==> config.mk <==
export PLATFORM = sky130hd
export DESIGN_NAME = count_game_ctrl
export DESIGN_NICKNAME = d
export VERILOG_FILES = /design/src/rtl/count_game_ctrl.sv
export SDC_FILE = /design/constraint.sdc
export NUM_CORES = 1
export LEC_CHECK = 0
export ABC_AREA = 1
export CORE_MARGIN = 5
export CORE_UTILIZATION = 35
export CTS_CLUSTER_DIAMETER = 120
export DETAILED_ROUTE_END_ITERATION = 8
export HOLD_SLACK_MARGIN = 0.12
export PLACE_DENSITY = 0.52
export SKIP_LAST_GASP = 1
export SYNTH_ARGS = -nofsm -noshare
export SYNTH_HDL_FRONTEND = slang
export SYNTH_SLANG_ARGS = --single-unit
export TNS_END_PERCENT = 10
==> constraint.sdc <==
create_clock -name clk -period 4.66 [get_ports clk]
set_input_delay 0.699 -clock clk [delete_from_list [all_inputs] [get_ports clk]]
set_output_delay 0.699 -clock clk [all_outputs]
set_load 0.005 [all_outputs]
==> src/rtl/count_game_ctrl.sv <==
// Round sequencer for the counting game: drives the dot-matrix counter,
// times each round, judges hit/miss and keeps score across a game.
module count_game_ctrl #(
    parameter int TICK_DIV    = 100,
    parameter int ROUND_TICKS = 60,
    parameter int SHOW_TICKS  = 20,
    parameter int MAX_ROUNDS  = 8
) (
    input  logic       clk,
    input  logic       rst,
    input  logic       start_key,
    input  logic       stop_key,
    input  logic [2:0] target,
    output logic       ct_cst,
    output logic       ct_dzst,
    output logic [2:0] ct_num,
    output logic [2:0] round_idx,
    output logic [3:0] score,
    output logic       win,
    output logic       busy,
    output logic       game_over
);

    localparam int DW = $clog2(TICK_DIV);
    localparam int CMAX = (ROUND_TICKS > SHOW_TICKS) ? ROUND_TICKS : SHOW_TICKS;
    localparam int CW = $clog2(CMAX + 1);

    typedef enum logic [2:0] {
        S_IDLE, S_ARM, S_COUNT, S_JUDGE, S_SHOW, S_DONE
    } state_t;

    state_t state_q, state_d;
    logic [DW-1:0] div_q, div_d;
    logic [CW-1:0] cnt_q, cnt_d;
    logic [2:0] digit_q, digit_d;
    logic [2:0] tgt_q, tgt_d;
    logic [2:0] round_q, round_d;
    logic [3:0] score_q, score_d;
    logic stopped_q, stopped_d;
    logic win_q, win_d;
    logic cst_q, cst_d;
    logic dzst_q, dzst_d;
    logic [2:0] num_q, num_d;
    logic busy_q, busy_d;
    logic over_q, over_d;
    logic tick;

    assign tick = (div_q == DW'(TICK_DIV - 1));

    always_comb begin
        state_d   = state_q;
        div_d     = tick ? '0 : div_q + DW'(1);
        cnt_d     = cnt_q;
        digit_d   = digit_q;
        tgt_d     = tgt_q;
        round_d   = round_q;
        score_d   = score_q;
        stopped_d = stopped_q;
        win_d     = win_q;
        case (state_q)
            S_IDLE, S_DONE: begin
                if (start_key) begin
                    state_d = S_ARM;
                    tgt_d   = target;
                    round_d = '0;
                    score_d = '0;
                    win_d   = 1'b0;
                    div_d   = '0;
                end
            end
            S_ARM: begin
                if (tick) begin
                    state_d = S_COUNT;
                    digit_d = '0;
                    cnt_d   = '0;
                end
            end
            S_COUNT: begin
                // A stop wins over a coinciding tick, so the digit is not advanced.
                if (stop_key) begin
                    state_d   = S_JUDGE;
                    stopped_d = 1'b1;
                end else if (tick) begin
                    digit_d = digit_q + 3'd1;
                    cnt_d   = cnt_q + CW'(1);
                    if (cnt_q == CW'(ROUND_TICKS - 1)) begin
                        state_d   = S_JUDGE;
                        stopped_d = 1'b0;
                    end
                end
            end
            S_JUDGE: begin
                win_d = stopped_q && (digit_q == tgt_q);
                if (win_d && (score_q != 4'hf)) begin
                    score_d = score_q + 4'd1;
                end
                state_d = S_SHOW;
                div_d   = '0;
                cnt_d   = '0;
            end
            S_SHOW: begin
                if (tick) begin
                    cnt_d = cnt_q + CW'(1);
                    if (cnt_q == CW'(SHOW_TICKS - 1)) begin
                        if (round_q == 3'(MAX_ROUNDS - 1)) begin
                            state_d = S_DONE;
                        end else begin
                            state_d = S_ARM;
                            round_d = round_q + 3'd1;
                            tgt_d   = target;
                            div_d   = '0;
                        end
                    end
                end
            end
            default: state_d = S_IDLE;
        endcase
    end

    always_comb begin
        cst_d  = (state_q == S_COUNT);
        dzst_d = (state_q != S_IDLE);
        busy_d = (state_q != S_IDLE) && (state_q != S_DONE);
        over_d = (state_q == S_DONE);
        num_d  = '0;
        case (state_q)
            S_ARM:                    num_d = tgt_q;
            S_COUNT, S_JUDGE, S_SHOW: num_d = digit_q;
            S_DONE:                   num_d = score_q[2:0];
            default:                  num_d = '0;
        endcase
    end

    always_ff @(posedge clk) begin
        if (!rst) begin
            state_q   <= S_IDLE;
            div_q     <= '0;
            cnt_q     <= '0;
            digit_q   <= '0;
            tgt_q     <= '0;
            round_q   <= '0;
            score_q   <= '0;
            stopped_q <= 1'b0;
            win_q     <= 1'b0;
            cst_q     <= 1'b0;
            dzst_q    <= 1'b0;
            num_q     <= '0;
            busy_q    <= 1'b0;
            over_q    <= 1'b0;
        end else begin
            state_q   <= state_d;
            div_q     <= div_d;
            cnt_q     <= cnt_d;
            digit_q   <= digit_d;
            tgt_q     <= tgt_d;
            round_q   <= round_d;
            score_q   <= score_d;
            stopped_q <= stopped_d;
            win_q     <= win_d;
            cst_q     <= cst_d;
            dzst_q    <= dzst_d;
            num_q     <= num_d;
            busy_q    <= busy_d;
            over_q    <= over_d;
        end
    end

    assign ct_cst    = cst_q;
    assign ct_dzst   = dzst_q;
    assign ct_num    = num_q;
    assign round_idx = round_q;
    assign score     = score_q;
    assign win       = win_q;
    assign busy      = busy_q;
    assign game_over = over_q;

endmodule

==> results.md, run 1 <==
* Clock Skews at 0.00397 ns
* HP Start: div_q[0]
* Slowest CP cell: clkdlybuf4s50_1
* Tcrit/Tclk final at about 50%
* Antenna Violating Nets Remaining at 0
* Fin util at 42.9%
* Ant. Diodes at 0
* H-tree depth at 2
* Crit path cell chain: clkdlybuf4s50_1 -> clkinv_1 -> nor2_1 -> nand2_1 -> nor2_1
* Skew-Pair Late Insertion Delay at 0.29 ns
* Global Route Usage Sum at approximately an eighth
* Req. time, crit path at just under 5 ns
* Worst Setup Start Kind: input port
* Row count at 27
* Fin. Hold Viols at 0
* CTS buffer count at 5
* IO Pins at 22
* Post-DP HPWL at 3.30 mm
* Floorplan die width at 84.5 um
* Slew HR at a little over three fifths
* DP Worst Slack at 1.98 ns
* Layout Nets at approximately 340
* Sinks on Clock Net at 38
* Worst-Margin Slew at 0.555 ns
* PwrDens at 580 mW/mm2
* Cts repair resizes at 0
* Netlist cell types at 23
* Critical Path Source: rst
* Number of DRC violations after detailed-routing iteration 0 at 88
* CP dominant cell by count: nor2_1
* Grt total ovfl at 0
* Unrepaired setup endpoints after global routing: false
* Setup WS post-layout at 2.34 ns
* TritonCTS clock tree: done
* Slew Viols, Final at 0
* Critical Path End Type: flop
* I/O Buffers at 21
* Hold Buf Count CTS at 0
* Static Leak at 1.01 nW
* Die footprint at roughly 0.0071 mm2
* Switching share of power at 41.8%
* Mapped Avg Cell Area at between 6 and 7 um2
* Vias/cell at 4.61
* Top Family by Delay on Critical Path: buffers and inverters
* Final min period at about 2.3 ns
* Internal power at 0.000788 W
* Wire per inst at ~11 um
* WS Path Type: input port to flop
* Via Count at 1820
* Hold Path Class: flop to flop
* Chip height at 84.5 um
* Core area at 0.00544 mm2
* CP arrival at 2.56 ns
* Largest net degree at the start of global routing at 18
* Antenna violations before repair at 0
* Bufs on Longest Clock Path at 2
* Post-route DRC at 0
* Logic gate share of total power at between 40% and 50%
* Fill cells at 597
* Fmax at roughly 0.43 GHz
* RD Place Congestion at 0.795
* Max VDD drop at 0.203 mV
* Yosys Warn Count at 0
* Share of layout cells above drive strength 1 at under 10%
* CTS clk-pin slew, worst paths at 0.08 ns
* Worst path max stage delay at 0.82 ns
* Vias in the first global route at between 1500 and 2000
* Clock share of power at between 20% and 30%
* Area grow syn2layout at 20.3%
* First-pass GRT wire length at between 7 and 8 mm
* Final TNS setup at 0 ns
* Status: finished clean
* Sequential area share after synthesis at 39.2%
* R2R Path Start: div_q[0]
* Syn nets at 310
* Starting density of the core at 35.7%
* Worst-path maximum fanout at 17
* Net switching power at 0.000567 W
* Drt pass-1 iters at 4
* Synthesized area at 0.00194 mm2
* Post-Synthesis Cells at roughly 300
* Root buffer cell: clkbuf_8
* Yosys reg bits at 38
* Final setup vio count at 0
* Buf+Inv Stages, Crit Path at 2
* Final wirelength at roughly 4.4 mm
* Max Cap Viol at 0
* Flop pwr share at 34.9%
* Post-CTS setup buffer count at 0
-- Yosys cell counts --
master / number / area share, %
nand2_1: 82 / 16
nor2_1: 59 / 11
dfxtp_1: 38 / 39
inv_1: 29 / 5.6
nand3_1: 23 / 5.9
a21oi_1: 18 / 4.6
xor2_1: 7 / 3.2
ha_1: 6 / 3.9
inv_2: 6 / 1.2
o21ai_0: 4 / 1.0
nand3b_1: 3 / 1.2
o22ai_1: 3 / 0.97
clkbuf_1: 2 / 0.39
nand2_2: 2 / 0.64
nand3_2: 2 / 1.0
nand4_1: 2 / 0.64
nor2_2: 2 / 0.64
nor3_1: 2 / 0.52
o21ai_1: 2 / 0.52
or2_2: 2 / 0.64
buf_4: 1 / 0.39
clkinv_1: 1 / 0.19
nor3b_1: 1 / 0.39
-- worst register-to-register path, stage by stage (launching register included) --
cell and delay [ns]:
dfxtp_1 0.36, ha_1 0.22, inv_1 0.05, nor2_1 0.10, nand3b_1 0.18, nand2_1 0.13, nand3_1 0.08, nor2_2 0.37
nand2_1 0.09, nand2_1 0.08, nor2_1 0.05
-- registers in the layout, indices dropped and copies added (netlist names) --
signal	count
div_q	7
cnt_q	6
score	4
ct_num	3
digit_q	3
round_idx	3
state_q	3
tgt_q	3
busy	1
ct_cst	1
ct_dzst	1
game_over	1
stopped_q	1
win	1
-- final timing paths --
path                            slack, ns      endpoint  depth (start not counted)
worst min-delay path                 0.45      div_q[0]                          1
worst min register to register       0.45      div_q[0]                          1
worst max register to register       2.84  round_idx[0]                         10
worst max-delay path                 2.34      score[0]                          5
-- kinds of logic after synthesis --
group | after synthesis | synth area share (%)
compound gates | 27 | 7.16
xor+xnor | 7 | 3.16
fa+ha+maj | 6 | 3.87
buf+inv | 39 | 7.74
flops | 38 | 39.2
simple gates | 180 | 38.9
-- layer usage --
| layer | vias to the layer above | share of wire, % | track usage (%) |
|---|---|---|---|
| met3 | 7 | 3.1 | 2.65 |
| met5 | - | 0 | 0 |
| met1 | 806 | 51 | 17.2 |
| met4 | 0 | 1.3 | 4.03 |
| li1 | 982 | - | - |
| met2 | 25 | 44 | 22.0 |
-- power by group through the flow --
stage / Combinational [W] / Clock [W] / Sequential [W]
finish: 0.000604 / 0.000278 / 0.000473
global route: 0.000711 / 0.000300 / 0.000487
CTS: 0.000617 / 0.000288 / 0.000474
detailed placement: 0.000613 / 0 / 0.000481
global placement: 0.000616 / 0 / 0.000480
floorplan: 0.000441 / 0 / 0.000469
-- layout make-up --
class                      count  area (um2)  share of cell area, %
clock buffer                   5        68.8                   2.95
clock inverter                 3        40.0                   1.71
inverter                      36         135                   5.79
multi-input combinational    220        1030                   44.1
sequential                    38         761                   32.6
tap                           72        90.1                   3.86
timing repair buffer          21         210                   9.00
-- metrics by stage --
step                hold WS, ns  instance area [um2]  cells  total power (W)
detailed placement        0.446                 2230    387          0.00109
finish                    0.454                 2330    395          0.00135
global placement          0.437                 2230    387          0.00110
floorplan                 0.418                 1940    297         0.000910
global route              0.518                 2330    395          0.00150
CTS                       0.459                 2330    395          0.00138
-- cell usage in the layout (no fill, tap or decap) --
master and instances:
clkinv_1 1, nand3b_1 3, clkdlybuf4s50_1 21, nor2_2 2
xor2_1 7, nand3_1 23, inv_2 6, a21oi_1 18
dfxtp_1 38, nor3b_1 1, o22ai_1 3, o21ai_0 4
nand2_1 82, nand4_1 2, o21ai_1 2, inv_1 29
or2_2 2, nand2_2 2, clkinv_2 2, ha_1 6
nand3_2 2, bufinv_16 1, nor2_1 59, clkbuf_8 5
nor3_1 2
No activity file was read; power rests on OpenSTA's default activity.
==> inputs of run 2 (changes only) <==
Clock period 4.66 ns to 2.4 ns, I/O delays scaled along.
==> results.md, run 2 (synthesized netlist as in run 1, its figures left out) <==
* Status: finished clean
* Slew HR at a little over two thirds
* Worst reg2reg endpoint: round_idx[0]
* Slowest CP cell: dfxtp_1
* Worst Setup Start Kind: flop
* Worst-path maximum fanout at 12
* CP arrival at 1.99 ns
* WS Path Type: flop to flop
* Core area at 0.00544 mm2
* Biggest register: div_q
* Req. time, crit path at 2.59 ns
* Max reg flops at 7
* Floorplan die width at 84.5 um
* WHS Path Cells at 1
* Grt total ovfl at 0
* Wire per inst at approximately 11 um
* Top Family by Delay on Critical Path: simple AND/OR/NAND/NOR gates
* Global Route Usage Sum at 12.8%
* CP dominant cell by count: nand2_1
* Largest net degree at the start of global routing at 15
* Skew-Pair Late Insertion Delay at 0.29 ns
* Final setup vio count at 0
* Final TNS setup at 0 ns
* Via Count at about 1800
* Vias in the first global route at 1624
* Number of DRC violations after detailed-routing iteration 0 at 75
* Sinks on Clock Net at 38
* Post-route DRC at 0
* Post-DP HPWL at roughly 3.3 mm
* Max Cap Viol at 0
* RD Place Congestion at 0.785
* Hold path endpoint: div_q[0]
* Bufs on Longest Clock Path at 2
* Antenna violations before repair at 0
* First-pass GRT wire length at approximately 7.4 mm
* Critical Path End Type: flop
* Final min period at 1.79 ns
* Tcrit/Tclk final at approximately 75%
* Crit path cell chain: ha_1 -> inv_1 -> nor2_1 -> nand3b_1 -> nand2_1 -> nand3_1 -> nor2_2 -> nand2_1 -> nand2_1 -> nor2_1
* R2r setup slk at 0.61 ns
* Final wirelength at 4.33 mm
* Hold Path Class: flop to flop
* Ant. Diodes at 0
* Layout Nets at 337
* Die footprint at 0.00713 mm2
* Share of layout cells above drive strength 1 at under 10%
* Drt pass-1 iters at 4
* Vias/cell at between 4 and 5
* Row count at 27
* Buf+Inv Stages, Crit Path at 1
* Hold Buf Count CTS at 0
* Post-CTS setup buffer count at 0
* Most frequent cells in the layout: 82 x nand2_1, 59 x nor2_1, 38 x dfxtp_1, 29 x inv_1, 23 x nand3_1
* Starting density of the core at 35.7%
* Antenna Violating Nets Remaining at 0
* WHS at 0.453 ns
* PwrDens at 1090 mW/mm2
* Worst R2R Path Depth at 10
* Critical Path Stages at 10
* IO Pins at 22
* Worst-Margin Slew at 0.450 ns
* TritonCTS clock tree: done
* HP Start: div_q[0]
* Cts repair resizes at 0
* Worst path max stage delay at 0.36 ns
* I/O Buffers at 21
* Static Leak at 1.01 nW
* Area grow syn2layout at 20.2%
* CTS clk-pin slew, worst paths at ~0.07 ns
* Total power at 0.00254 W
* Unrepaired setup endpoints after global routing: false
* Max VDD drop at 0.519 mV
* Clock Skews at 0.00492 ns
* Commonest non-fill, non-tap cell in the layout: nand2_1
* Fmax at 0.558 GHz
* CTS buffer count at 5
* Chip height at approximately 84 um
* H-tree depth at 2
* Root buffer cell: clkbuf_8
* Fin. Hold Viols at 0
* Slew Viols, Final at 0
* R2R Path Start: div_q[0]
run 2: metal layers:
| layer | vias to the layer above | part of all wire, % | wire [um] | GRT usage [%] |
|---|---|---|---|---|
| li1 | 990 | - | - | - |
| met1 | 794 | 51 | 2220 | 16.9 |
| met2 | 29 | 43 | 1850 | 19.9 |
| met3 | 6 | 4.5 | 196 | 4.51 |
| met4 | 0 | 1.2 | 54 | 3.60 |
| met5 | - | 0 | 0 | 0 |
run 2: report_power, final:
part | switching, W | leakage, nW | total [W] | internal, W
logic | 0.000726 | 0.654 | 0.00117 | 0.000448
clock network | 0.000220 | 0.0482 | 0.000452 | 0.000232
registers | 0.000139 | 0.310 | 0.000918 | 0.000779
total | 0.00109 | 1.01 | 0.00254 | 0.00146
run 2: worst max path at each step:
| stage | startpoint | endpoint | slack, ns |
|---|---|---|---|
| 3_3_place_gp | div_q[0] | tgt_q[2] | 0.60 |
| 2_1_floorplan | div_q[0] | state_q[0] | 0.94 |
| 5_1_grt | div_q[0] | round_idx[2] | 0.28 |
| 4_1_cts | div_q[0] | round_idx[1] | 0.58 |
| 6_report | div_q[0] | round_idx[0] | 0.61 |
| 3_5_place_dp | div_q[0] | tgt_q[2] | 0.60 |
run 2: cell type report:
cell class	instances	area (um2)
fill	595	3110
timing repair buffer	23	225
multi-input combinational	220	1030
tap	72	90.1
sequential	38	761
clock inverter	1	5.00
clock buffer	7	86.3
inverter	36	135
run 2: stage by stage:
step | std cells | instance area [um2] | util [%] | setup WS [ns]
after CTS | 397 | 2330 | 42.9 | 0.577
after global placement | 389 | 2240 | 41.2 | 0.602
after global routing | 397 | 2330 | 42.9 | 0.276
after detailed placement | 389 | 2240 | 41.2 | 0.602
final | 397 | 2330 | 42.9 | 0.608
after floorplan | 297 | 1940 | - | 0.940
==> inputs of run 3 (changes only) <==
Settings changed: PLACE_DENSITY 0.52 to 0.54.
Clock period 2.4 ns to 1.5 ns, I/O delays scaled along.
==> results.md, run 3 (synthesized netlist as in run 1, its figures left out) <==
* CTS buffer count at 5
* Worst-path maximum fanout at 6
* Post-route DRC at 0
* HP Start: win
* Global Route Usage Sum at a little over an eighth
* Top Family by Delay on Critical Path: simple AND/OR/NAND/NOR gates
* Final setup vio count at 0
* RD Place Congestion at 0.807
* Hold Buf Count CTS at 0
* I/O Buffers at 21
* Clock Skews at 0.00929 ns
* Buf+Inv Stages, Crit Path at 2
* Status: finished clean
* Antenna Violating Nets Remaining at 0
* Slowest CP cell: dfxtp_2
* Final wirelength at between 4 and 5 mm
* Row count at 27
* Unrepaired setup endpoints after global routing: true
* Grt total ovfl at 0
* Wire per inst at 10.6 um
* Worst-Margin Slew at 0.310 ns
* H-tree depth at 2
* Max VDD drop at 0.761 mV
* Critical Path End Type: flop
* Starting density of the core at 35.7%
* Number of DRC violations after detailed-routing iteration 0 at 79
* Fill cells at between 500 and 600
* Worst R2R Path Depth at 12
* Worst reg2reg endpoint: state_q[0]
* Worst Setup Start Kind: flop
* WHS Path Cells at 2
* Worst path max stage delay at 0.36 ns
* Vias in the first global route at 1800
* Floorplan die width at 84.5 um
* WS Path Type: flop to flop
* Root buffer cell: clkbuf_8
* Fmax at roughly 0.68 GHz
* Fin. Hold Viols at 0
* Max reg flops at 7
* Sinks on Clock Net at 38
* Max Cap Viol at 0
* Chip height at between 80 and 90 um
* CTS clk-pin slew, worst paths at about 0.07 ns
* Skew-Pair Late Insertion Delay at 0.29 ns
* Final instance area at between 0.002 and 0.003 mm2
* Drt pass-1 iters at 4
* Slew Viols, Final at 0
* Static Leak at 1.18 nW
* PwrDens at roughly 1800 mW/mm2
* CP dominant cell by count: nand2_1
* Fin util at between 40% and 50%
* Biggest register: div_q
* Hold Path Class: flop to flop
* Share of layout cells above drive strength 1 at between 10% and 20%
* IO Pins at 22
* Hold path endpoint: win
* TritonCTS clock tree: done
* Largest net degree at the start of global routing at 13
* Core area at ~0.0054 mm2
* Area grow syn2layout at 36.2%
* Crit path cell chain: ha_4 -> buf_4 -> nand2_1 -> nor2_1 -> nand2_1 -> nand2_1 -> nand2_1 -> nor2_1 -> buf_4 -> nand2_1 -> nand2_1 -> nor2_1
* Post-DP HPWL at 3.58 mm
* Layout Nets at 368
* Req. time, crit path at ~1.7 ns
* Commonest non-fill, non-tap cell in the layout: nand2_1
* Total power at 0.00472 W
* Bufs on Longest Clock Path at 2
* Tcrit/Tclk final at roughly 98%
* First-pass GRT wire length at 7.82 mm
* Antenna violations before repair at 0
* Die footprint at 0.00713 mm2
* Final min period at 1.47 ns
* Slew HR at 79.3%
* Vias/cell at 4.47
* Most frequent cells in the layout: 78 x nand2_1, 57 x nor2_1, 33 x dfxtp_1, 31 x buf_4, 29 x inv_1
* Ant. Diodes at 0
* Placed inst area at around 0.0025 mm2
* CP arrival at 1.66 ns
* Via Count at 1914
* R2r setup slk at 0.03 ns
* R2R Path Start: div_q[1]
## run 3: changes by cell type in the layout (fill, tap and decap cells not counted), sizes merged
cell	change
buf	+31
## run 3: final cells by class
cell class                 count  area, um2  area share, %
inverter                      36        135           5.11
clock inverter                 1       5.00          0.189
multi-input combinational    220       1090           41.3
clock buffer                   7       86.3           3.27
sequential                    38        769           29.1
timing repair buffer          54        465           17.6
tap                           72       90.1           3.41
## run 3: per-layer routing
metal  wire (um)  GRT usage, %  vias to the layer above
met3         159          3.53                        6
met1        2210          16.4                      845
li1            -             -                     1044
met4          41          2.59                        0
met5           0             0                        -
met2        2120          23.5                       19
## run 3: through the flow
step,hold slack [ns],instances,TNS [ns],worst slack [ns]
floorplan,0.363,297,0,0.0400
global placement,0.453,417,-0.265,-0.0911
detailed placement,0.462,417,-0.410,-0.0746
CTS,0.474,427,-0.0923,-0.0205
global route,0.515,428,-1.82,-0.125
finish,0.467,428,0,0.0254
## run 3: how the worst max path moves through the flow
stage / from / to / slack [ns] / cells past startpoint
finish: div_q[1] / state_q[0] / 0.03 / 12
global route: div_q[1] / state_q[1] / -0.12 / 12
CTS: state_q[2] / cnt_q[1] / -0.02 / 8
detailed placement: state_q[0] / div_q[2] / -0.07 / 8
global placement: state_q[0] / div_q[2] / -0.09 / 8
floorplan: div_q[0] / state_q[0] / 0.04 / 10
## run 3: timing repair
action,in CTS,in global routing
pin swaps,3,5
cloned,0,0
gates resized for setup,9,14
setup buffers,2,1
endpoints found under the setup margin,26,32
## run 3: power by group
group / switching (W) / total [W] / internal (W)
clock network: 0.000355 / 0.000726 / 0.000371
registers: 0.000207 / 0.00147 / 0.00126
logic: 0.00134 / 0.00252 / 0.00118
## run 3: worst reg2reg max path: cells and delay by family (launching register included)
| kind | cells | cell delay, ns |
|---|---|---|
| buf+inv | 2 | 0.25 |
| simple gates | 9 | 0.64 |
| flops | 1 | 0.36 |
| fa+ha+maj | 1 | 0.14 |
